===== config.mk =====
export PLATFORM = sky130hd
export DESIGN_NAME = axi_write_arbiter
export DESIGN_NICKNAME = d
export VERILOG_FILES = /design/src/rtl/axi_write_arbiter_pkg.sv /design/src/rtl/axi_write_arbiter_rr_selector.sv /design/src/rtl/axi_write_arbiter.sv
export SDC_FILE = /design/constraint.sdc
export NUM_CORES = 1
export LEC_CHECK = 0
export ABC_AREA = 0
export CORE_AREA = 5 5 102 104
export CTS_CLUSTER_SIZE = 30
export DETAILED_ROUTE_END_ITERATION = 16
export DIE_AREA = 0 0 107 109
export PLACE_DENSITY = 0.72
export SLEW_MARGIN = 20
export SYNTH_ARGS = -nofsm -noshare
export SYNTH_HDL_FRONTEND = slang
export SYNTH_SLANG_ARGS = --single-unit

===== constraint.sdc =====
create_clock -name clk -period 3.16 [get_ports clk]
set_input_delay 0.632 -clock clk [delete_from_list [all_inputs] [get_ports clk]]
set_output_delay 0.632 -clock clk [all_outputs]
set_load 0.1 [all_outputs]

===== src/rtl/axi_write_arbiter_pkg.sv =====
// Shared AXI field widths and index helpers for the write-channel arbiter.
package axi_write_arbiter_pkg;

  localparam int BW_AXI_ALEN   = 8;
  localparam int BW_AXI_ASIZE  = 3;
  localparam int BW_AXI_ABURST = 2;

  function automatic int idx_width(input int n);
    return (n > 1) ? $clog2(n) : 1;
  endfunction

endpackage


===== src/rtl/axi_write_arbiter_rr_selector.sv =====
// Combinational round-robin pick: first requester above last_grant, wrapping.
module rr_selector
  import axi_write_arbiter_pkg::*;
#(
  parameter  int NUM_REQ = 2,
  localparam int BW_IDX  = idx_width(NUM_REQ)
) (
  input  logic [NUM_REQ-1:0] req_i,
  input  logic [BW_IDX-1:0]  last_grant_i,
  output logic               found_o,
  output logic [BW_IDX-1:0]  index_o
);

  always_comb begin
    int unsigned cand;
    logic        hit;
    hit     = 1'b0;
    index_o = '0;
    cand    = 0;
    for (int unsigned off = 1; off <= NUM_REQ; off++) begin
      cand = (32'(last_grant_i) + off) % NUM_REQ;
      if (!hit && req_i[cand[BW_IDX-1:0]]) begin
        hit     = 1'b1;
        index_o = cand[BW_IDX-1:0];
      end
    end
    found_o = hit;
  end

endmodule


===== src/rtl/axi_write_arbiter.sv =====
// N-to-1 AXI write arbiter: grants one requester per burst, AW first, then W until wlast.
module axi_write_arbiter
  import axi_write_arbiter_pkg::*;
#(
  parameter  int NUM_REQ    = 2,
  parameter  int BW_ADDR    = 32,
  parameter  int BW_DATA    = 32,
  parameter  int BW_AXI_TID = 4,
  localparam int BW_STRB    = BW_DATA / 8,
  localparam int BW_IDX     = idx_width(NUM_REQ)
) (
  input  logic                              clk,
  input  logic                              rstnn,
  input  logic [NUM_REQ-1:0]                sawvalid,
  output logic [NUM_REQ-1:0]                sawready,
  input  logic [NUM_REQ*BW_AXI_TID-1:0]     sawid,
  input  logic [NUM_REQ*BW_ADDR-1:0]        sawaddr,
  input  logic [NUM_REQ*BW_AXI_ALEN-1:0]    sawlen,
  input  logic [NUM_REQ*BW_AXI_ASIZE-1:0]   sawsize,
  input  logic [NUM_REQ*BW_AXI_ABURST-1:0]  sawburst,
  input  logic [NUM_REQ-1:0]                swvalid,
  output logic [NUM_REQ-1:0]                swready,
  input  logic [NUM_REQ-1:0]                swlast,
  input  logic [NUM_REQ*BW_DATA-1:0]        swdata,
  input  logic [NUM_REQ*BW_STRB-1:0]        swstrb,
  output logic                              mawvalid,
  input  logic                              mawready,
  output logic [BW_AXI_TID-1:0]             mawid,
  output logic [BW_ADDR-1:0]                mawaddr,
  output logic [BW_AXI_ALEN-1:0]            mawlen,
  output logic [BW_AXI_ASIZE-1:0]           mawsize,
  output logic [BW_AXI_ABURST-1:0]          mawburst,
  output logic                              mwvalid,
  input  logic                              mwready,
  output logic                              mwlast,
  output logic [BW_DATA-1:0]                mwdata,
  output logic [BW_STRB-1:0]                mwstrb,
  output logic [BW_IDX-1:0]                 grant_index,
  output logic                              busy
);

  typedef enum logic [1:0] {
    ST_IDLE,
    ST_ADDR,
    ST_DATA
  } state_e;

  state_e            state_q;
  logic [BW_IDX-1:0] grant_q;
  logic [BW_IDX-1:0] last_q;
  logic              rr_found;
  logic [BW_IDX-1:0] rr_index;

  rr_selector #(
    .NUM_REQ(NUM_REQ)
  ) u_rr_selector (
    .req_i       (sawvalid),
    .last_grant_i(last_q),
    .found_o     (rr_found),
    .index_o     (rr_index)
  );

  always_ff @(posedge clk or negedge rstnn) begin
    if (!rstnn) begin
      state_q <= ST_IDLE;
      grant_q <= '0;
      last_q  <= BW_IDX'(NUM_REQ - 1);
    end else begin
      case (state_q)
        ST_IDLE: begin
          if (rr_found) begin
            grant_q <= rr_index;
            state_q <= ST_ADDR;
          end
        end
        ST_ADDR: begin
          if (mawvalid && mawready) state_q <= ST_DATA;
        end
        ST_DATA: begin
          if (mwvalid && mwready && mwlast) begin
            last_q  <= grant_q;
            state_q <= ST_IDLE;
          end
        end
        default: state_q <= ST_IDLE;
      endcase
    end
  end

  // Payload fields follow the owner's slice in every state; only valid/ready are state-gated.
  always_comb begin
    sawready = '0;
    swready  = '0;
    mawvalid = 1'b0;
    mwvalid  = 1'b0;
    mwlast   = 1'b0;
    mawid    = sawid[grant_q*BW_AXI_TID +: BW_AXI_TID];
    mawaddr  = sawaddr[grant_q*BW_ADDR +: BW_ADDR];
    mawlen   = sawlen[grant_q*BW_AXI_ALEN +: BW_AXI_ALEN];
    mawsize  = sawsize[grant_q*BW_AXI_ASIZE +: BW_AXI_ASIZE];
    mawburst = sawburst[grant_q*BW_AXI_ABURST +: BW_AXI_ABURST];
    mwdata   = swdata[grant_q*BW_DATA +: BW_DATA];
    mwstrb   = swstrb[grant_q*BW_STRB +: BW_STRB];
    case (state_q)
      ST_ADDR: begin
        mawvalid          = sawvalid[grant_q];
        sawready[grant_q] = mawready;
      end
      ST_DATA: begin
        mwvalid          = swvalid[grant_q];
        mwlast           = swlast[grant_q];
        swready[grant_q] = mwready;
      end
      default: ;
    endcase
  end

  assign grant_index = grant_q;
  assign busy        = (state_q != ST_IDLE);

endmodule


Word level (Yosys, flattened, before mapping)

Index checks and enable logic that the tools add are counted.

Register bits: 4

Add/subtract/negate cells: 2
Multiply operators: 1
Order comparisons: 4
Equal/unequal tests: 5
Shift-type cells: 7
Muxes and demuxes: 25
Bitwise gates (word level): 2
Reduce and logical (&&, ||, !) cells: 11

Operator list:

| operator                                            | number |
|---|---|
| variable part select 64 x 7 -> 32 bit               | 2 |
| 2-to-1 mux 1 bit                                    | 18 |
| variable part select 16 x 5 -> 8 bit                | 1 |
| variable part select 8 x 4 -> 4 bit                 | 2 |
| 2-to-1 mux 2 bit                                    | 5 |
| < comparator 1 x 2 -> 1 bit, second input constant  | 3 |
| inequality test 2 bit, second input constant        | 3 |
| case mux 2 bit (3 select lines)                     | 1 |
| variable part select 6 x 4 -> 3 bit                 | 1 |
| logical AND 1 bit                                   | 5 |
| bitwise AND 2 bit                                   | 2 |
| AND reduction 2 bit                                 | 2 |
| variable part select 4 x 3 -> 2 bit                 | 1 |
| multiplier 1 x 2 -> 3 bit, second input constant    | 1 |
| AND reduction 3 bit                                 | 1 |
| adder 1 bit, second input constant                  | 2 |
| equality test 2 x 1 -> 1 bit, second input constant | 1 |
| equality test 2 bit, second input constant          | 1 |
| zero test 2 bit                                     | 1 |
| nonzero test 2 bit                                  | 1 |
| demux 1 bit (select 1 bit)                          | 1 |
| >= comparator 1 bit, second input constant          | 1 |
| zero test 1 bit                                     | 1 |

Depth between registers and ports, before layout

Gate-level depths: netlist (run 1).

Word-level depth: 9
Mapped depth: 4
Mapped depth without buffers: 3

Modules after synthesis

From an unflattened synthesis (run 1), not the netlist that was laid out.

Cell total of the unflattened synthesis: 124
Area total of the unflattened synthesis: 1296.2 um2

By module, submodules not included:

| module            | times used | cells each | area each (um2) | seq. area each (um2) |
|---|---|---|---|---|
| axi_write_arbiter | 1          | 122        | 1282.5          | 101.3 |
| rr_selector       | 1          | 2          | 13.8            | 0.0 |

Least setup slack after synthesis (run 1)

No wires, ideal clock.

Path type: reg2out
From: register grant_q (netlist: grant_index)
To: output swready[1]
Data arrival time: 3.633 ns
Data required time: 2.528 ns
Path slack: -1.105 ns
Stages on the path, launching flop included: 5
Buffers on the path: 2
Cell sequence: dfrtp_1 > buf_2 > buf_2 > inv_2 > nor3_1

Cells in the longest elaborated chain, start to end: 6

RTL lines:

| what                                                                                            | RTL line                 | source |
|---|---|---|
| from (decl)                                                                                     | axi_write_arbiter.sv:49  | `logic [BW_IDX-1:0] grant_q;` |
| from (signal assigned)                                                                          | axi_write_arbiter.sv:72  | `grant_q <= rr_index;` |
| < comparator 1 x 2 -> 1 bit (implied by the code) / >= comparator 1 bit (equally long branches) | axi_write_arbiter.sv:112 | `swready[grant_q] = mwready;` |
| logical AND 1 bit (implied by the code)                                                         | axi_write_arbiter.sv:112 |  |
| 2-to-1 mux 1 bit (implied by the code)                                                          | axi_write_arbiter.sv:112 |  |
| demux 1 bit (select 1 bit) *                                                                    | axi_write_arbiter.sv:112 |  |
| bitwise AND 2 bit (no source line) *                                                            | --                       |  |
| 2-to-1 mux 2 bit *                                                                              | axi_write_arbiter.sv:104 | `case (state_q)` |
| to (decl)                                                                                       | axi_write_arbiter.sv:22  | `output logic [NUM_REQ-1:0] swready,` |

Every way passes the cells marked *; elsewhere a longest branch is shown, timed or not.

Final worst setup path (run 1)

From: register grant_q (netlist: grant_index)
To: output mwdata[13]

Cells in the longest elaborated chain, start to end: 1

RTL lines:

| what                                  | RTL line                 | source |
|---|---|---|
| variable part select 64 x 7 -> 32 bit | axi_write_arbiter.sv:102 | `mwdata = swdata[grant_q*BW_DATA +: BW_DATA];` |
| to (decl)                             | axi_write_arbiter.sv:36  | `output logic [BW_DATA-1:0] mwdata,` |

No other way between the ends.

==> reports/qor.yml, run 1 <==
clocking:
  root_buffer: "clkbuf_8"
  clkLatencyLatePin_ns: 0.22
  hold_buffers: 0
  cts.clk_slew.worst_paths_ns: 0.03
  clk_path_buf_depth: 2
  post_cts_buffers: 0
  htree_levels: 1
  cts_resized: 0
  cts_sinks: 4
  cts_buffers: 3
  cts_tree: "yes"
yosys:
  yosysSeqAreaShare: 0.07872
  ys_warn_count: 0
  ys_types: 20
  synth-async-reset-ratio: 1.000
  syn_nets: 303
  synth_flop_cell: "dfrtp_1"
  synth_top_area_cell: "mux2_1"
  ys_ff_latch: 4
  netlist_top_cells_count: "mux2_1, mux2_2, buf_4"
  synth_most_common_cell: "mux2_1"
  syn_inst: 123
  synth_edf_count: 0
  synth_area_sq_um: 1287
  synth_top_area_share: 0.3848
  syn_avg_cell_area_sq_um: 10.47
  synth.area.top_cells: "mux2_1, mux2_2, dfrtp_1"
setup_path:
  reg2reg_slack_ns: 1.40
  start_kind: "flip-flop"
  cpLargestDelayFamily: "flip-flops"
  crit_fanout: 41
  crit_path_max_incr_delay_ns: 0.78
  timing.rr.end: "last_q$_DFFE_PN1P_"
  endpoint_kind: "primary output"
  arrival_ns: 1.97
  r2r_cells: 3
  crit_chain: "buf_4 > mux2_2 > buf_4"
  cpMostUsedCell: "buf_4"
  path_buf_inv: 2
  cpMaxStageDelayCell: "dfrtp_4"
  worstSetupPathType: "flip-flop to primary output"
  r2r_start: "grant_index$_DFFE_PN0P_"
  required_ns: 2.53
hold_path:
  min_path_type: "input pin to asynchronous set/reset pin"
cells_and_area:
  area_growth_pct: 209.3
  final_core_util: 0.4210
  nets: 573
  drive_gt1_frac: 0.3827
  antennaDiodeCount: 0
placement:
  dpl.hpwl_microns: 7295
  place_ws_ns: 0.7410
  portBuffers: 273
  gp_congestion: 0.7607
timing:
  timing.final.crit_period_ns: 2.598
  worst_pin_slew_ns: 0.5586
  finalSetupViolCount: 0
  finalHoldViolCount: 0
  skew_ns: 0.003934
  finalCritPeriodShare: 0.8222
  slew_headroom: 0.6276
  fin_setup_tns_ns: 0
  maxSlewViolCount: 0
  setup_slack_ns: 0.5617
  rsz0062_at_grt: "false"
  holdWs_ns: 0.6108
  fmax_ghz: 0.3849
global_route:
  track_usage: 0.1190
  grt_remaining_overflow: 0
  grt_pass1_wl_microns: 11040
  grt_max_degree: 42
  antenna_found_initial: 0
  grt_pass1_vias: 2066
routing:
  routed.top_layer: "met4"
  drt-initial-drc-count: 49
  route.met3.wl_microns: 964
  dr.pass1.iters: 4
  post-route-drc-count: 0
  met1_length_microns: 2898
  met2RoutedLength_microns: 4286
  avgViaCountPerCell: 3.966
  vias: 2007
  routedWlPerCell_microns: 16.17
  wl_microns: 8183
  ant_nets: 0
die:
  ioPinCount: 274
  core_sq_um: 9459
  chipWidth_microns: 107
  start_util: 0.1361
  num_rows: 36
  die-area_sq_um: 11660
  die_y_microns: 109
power_and_ir_drop:
  powerDensity_nw_per_um2: 1156
  leakagePower_uw: 0.001667
  vdd_drop_max_v: 0.0006074
  p_total_uw: 4603
run:
  max_cap_violations: 0
status:
  status: "completed"
## routing by layer
layer | GRT usage | vias up
li1 | - | 1000
met1 | 0.1292 | 876
met2 | 0.2244 | 129
met3 | 0.04440 | 2
met4 | 0.01826 | 0
met5 | 0 | -
## worst max path at each step
stage	to	cells after the start	slack, ns	startpoint
3_5_place_dp	mawvalid	4	0.74	sawvalid[1]
4_1_cts	mwdata[13]	3	0.52	grant_index$_DFFE_PN0P_
5_1_grt	mwstrb[0]	3	0.45	grant_index$_DFFE_PN0P_
6_report	mwdata[13]	3	0.56	grant_index$_DFFE_PN0P_
2_1_floorplan	swready[1]	4	-0.28	grant_index$_DFFE_PN0P_
3_3_place_gp	mawvalid	4	0.77	sawvalid[1]
## per-stage QoR
stage	cells	area, sq um
after floorplan	123	1311
after global placement	502	3938
after detailed placement	502	3938
after CTS	506	3983
after global routing	506	3983
final	506	3983
## report_power, final
group          switching, uW  internal (uW)  total, uW  leakage, uW
clock                   27.4           86.2        114    0.0000228
sequential               124           80.5        204    0.0000449
combinational           3190           1090       4290      0.00160
total                   3350           1260       4600      0.00167
## registers in the layout, indices dropped and copies added (netlist names)
| signal | cells |
|---|---|
| grant_index | 1 |
| last_q | 1 |
| state_q | 2 |
## cells in the final DEF, fill, tap and decap left out, drive strengths merged, types with 2 or more instances in the layout
cell,n
clkdlybuf4s50,179
buf,96
mux2,86
nor2,6
clkbuf,4
mux2i,3
inv,3
dfrtp,3
nor3,2
nand2b,2
## layout make-up
| class | count | area, sq um |
|---|---|---|
| Sequential cell | 4 | 105.1 |
| Timing Repair Buffer | 275 | 2550 |
| Tap cell | 114 | 142.6 |
| Multi-Input combinational cell | 106 | 1129 |
| Clock buffer | 4 | 45.04 |
| Fill cell | 903 | 5477 |
| Inverter | 3 | 11.26 |
## cell families (layout without fill, tap and decap cells)
group,count (synthesis),count (layout),synth area share
AO/OA/AOI/OAI,4,4,0.02041
buffers and inverters,13,282,0.06317
flip-flops,4,4,0.07872
multiplexers,89,89,0.7755
AND/OR/NAND/NOR,13,13,0.06220
(Power assumes the default switching activity.)
==> run 2, diff against run 1 <==
Settings changed: CORE_AREA 5 5 102 104 to 5 5 104 106, DIE_AREA 0 0 107 109 to 0 0 109 111.
Clock period 3.16 ns to 2.2 ns, I/O delays scaled along.
==> run 2 against run 1 <==
  * Cell count rose by 3.8%
  * Cell area rose by 31%
  * Clock skew rose by 0.0012 ns
  * Flip-flop and latch count did not move
  * Highest routed layer unchanged
  * Worst hold slack got worse by 0.18 ns
  * Die area rose by 3.7%
  * Critical path type unchanged
  * Utilization rose by 12 points
  * Routed wire length rose by 15%
  * Power rose by 81%
  * Register-to-register slack got worse by 0.86 ns
==> reports/qor.yml, run 2 (synthesis results as in run 1) <==
setup_path:
  crit_fanout: 50  # was 41
  endpoint_kind: "primary output"  # unchanged
  required_ns: 1.76  # was 2.53 ns
  crit_chain: "buf_12 > mux2_2 > buf_12"  # was buf_4 > mux2_2 > buf_4
  crit_path_max_incr_delay_ns: 0.48  # was 0.78 ns
  timing.rr.end: "last_q$_DFFE_PN1P_"  # unchanged
  start_kind: "flip-flop"  # unchanged
  cpLargestDelayFamily: "flip-flops"  # unchanged
  cpMostUsedCell: "buf_12"  # was buf_4
  worstSetupPathType: "flip-flop to primary output"  # unchanged
  cpMaxStageDelayCell: "dfrtp_4"  # unchanged
  r2r_cells: 4  # was 3
  reg2reg_slack_ns: 0.54  # was 1.40 ns
  path_buf_inv: 2  # unchanged
  arrival_ns: 1.61  # was 1.97 ns
  r2r_start: "grant_index$_DFFE_PN0P_"  # unchanged
cells_and_area:
  antennaDiodeCount: 0  # unchanged
  final_cell_mix: "clkdlybuf4s50_1, buf_12, mux2_2"  # was clkdlybuf4s50_1, buf_4, mux2_1
  drive_gt1_frac: 0.4056  # was 0.3827
  top_register: "state_q"  # unchanged
  final_core_util: 0.5373  # was 0.4210
  nets: 573  # unchanged
  largest_reg_flops: 2  # unchanged
  mostFrequentLayoutCell: "clkdlybuf4s50_1"  # unchanged
  seq_area_sq_um: 105.1  # unchanged
  nFillCells: 836  # was 903
  area_growth_pct: 304.2  # was 209.3%
  multi_input_area_sq_um: 1162  # was 1129 sq um
global_route:
  grt_remaining_overflow: 0  # unchanged
  track_usage: 0.1434  # was 0.1190
  grt_pass1_vias: 2451  # was 2066
  antenna_found_initial: 0  # unchanged
  grt_max_degree: 51  # was 42
  grt_pass1_wl_microns: 13450  # was 11040 microns
power_and_ir_drop:
  swShare: 0.6197  # was 0.7269
  p_int_uw: 3164  # was 1257 uW
  switching_power_uw: 5156  # was 3346 uW
  p_total_uw: 8320  # was 4603 uW
  pwr-share-comb: 0.959  # was 0.931
  powerDensity_nw_per_um2: 1599  # was 1156 nW/um^2
  leakagePower_uw: 0.002092  # was 0.001667 uW
  pwr-share-seq: 0.022  # was 0.044
  vdd_drop_max_v: 0.0009233  # was 0.0006074 V
  clock_power_share: 0.019  # was 0.025
placement:
  gp_congestion: 0.7735  # was 0.7607
  dpl.hpwl_microns: 8768  # was 7295 microns
  portBuffers: 273  # unchanged
routing:
  wl_microns: 9415  # was 8183 microns
  routedWlPerCell_microns: 17.93  # was 16.17 microns
  avgViaCountPerCell: 4.070  # was 3.966
  post-route-drc-count: 0  # unchanged
  vias: 2137  # was 2007
  drt-initial-drc-count: 58  # was 49
  ant_nets: 0  # unchanged
  dr.pass1.iters: 4  # unchanged
timing:
  finalCritPeriodShare: 0.9320
  fmax_ghz: 0.4877
  rsz0062_at_grt: "false"  # unchanged
  holdWs_ns: 0.4262  # was 0.6108 ns
  worst_pin_slew_ns: 0.3755  # was 0.5586 ns
  slew_headroom: 0.7489  # was 0.6276
  fin_setup_tns_ns: 0  # unchanged
  maxSlewViolCount: 0  # unchanged
  skew_ns: 0.005148  # was 0.003934 ns
  timing.final.crit_period_ns: 2.050
  finalSetupViolCount: 0  # unchanged
  finalHoldViolCount: 0  # unchanged
clocking:
  clk_path_buf_depth: 2  # unchanged
  cts_tree: "yes"  # unchanged
  hold_buffers: 0  # unchanged
  cts.clk_slew.worst_paths_ns: 0.03  # about the same
  root_buffer: "clkbuf_8"  # unchanged
  htree_levels: 1  # unchanged
  clkLatencyLatePin_ns: 0.22  # about the same
  post_cts_buffers: 0  # unchanged
  cts_resized: 0  # unchanged
  cts_sinks: 4  # unchanged
  cts_buffers: 3  # unchanged
die:
  chipWidth_microns: 109  # was 107 microns
  core_sq_um: 9684  # was 9459 sq um
  num_rows: 36  # unchanged
  die_y_microns: 111  # was 109 microns
  ioPinCount: 274  # unchanged
  die-area_sq_um: 12100  # was 11660 sq um
  start_util: 0.1329  # was 0.1361
status:
  status: "completed"  # unchanged
run:
  max_cap_violations: 0  # unchanged
hold_path:
  min_path_type: "input pin to asynchronous set/reset pin"  # unchanged
[run 2: cell types whose count changed in the layout (fill, tap and decap cells not counted), moves of 2 or more]
cell,delta
buf_12,+93
nor2_1,-3
nor3_4,+2
mux2_1,-5
buf_4,-93
nor3_2,-2
nor2_4,+2
mux2_2,+5
[run 2: how the worst max path moves through the flow]
stage	cells past startpoint	start	end	slack, ns
4_1_cts	3	grant_index$_DFFE_PN0P_	mawaddr[28]	0.14
2_1_floorplan	3	grant_index$_DFFE_PN0P_	mawvalid	-0.08
6_report	3	grant_index$_DFFE_PN0P_	mawaddr[28]	0.15
3_5_place_dp	4	mawready	sawready[1]	0.18
5_1_grt	4	grant_index$_DFFE_PN0P_	mwlast	0.10
3_3_place_gp	4	mawready	sawready[0]	0.20
[run 2: power groups by stage]
stage	combinational, uW	clock [uW]	sequential (uW)
after detailed placement	8040	0	184
after floorplan	4940	0	224
final	7980	159	183
after CTS	8060	164	184
after global routing	8180	174	189
after global placement	8000	0	180
[run 2: cell type report]
type                       instances  share of cell area
multi-input combinational        106              0.2234
sequential                         4             0.02020
inverter                           3            0.002164
timing repair buffer             275              0.7136
clock buffer                       4            0.008656
tap                              133             0.03198
[run 2: metrics by stage]
stage	instance area, sq um	instances	worst slack [ns]
after floorplan	1358	123	-0.08321
after global placement	5159	521	0.1989
after detailed placement	5159	521	0.1799
after CTS	5204	525	0.1390
after global routing	5204	525	0.1030
final	5204	525	0.1495
[run 2: per-layer routing]
metal,GRT usage,vias to the layer above,routed length (microns)
li1,-,1002,-
met1,0.1219,992,2693
met2,0.3018,139,5522
met3,0.05824,4,1159
met4,0.01936,0,40
met5,0,-,0
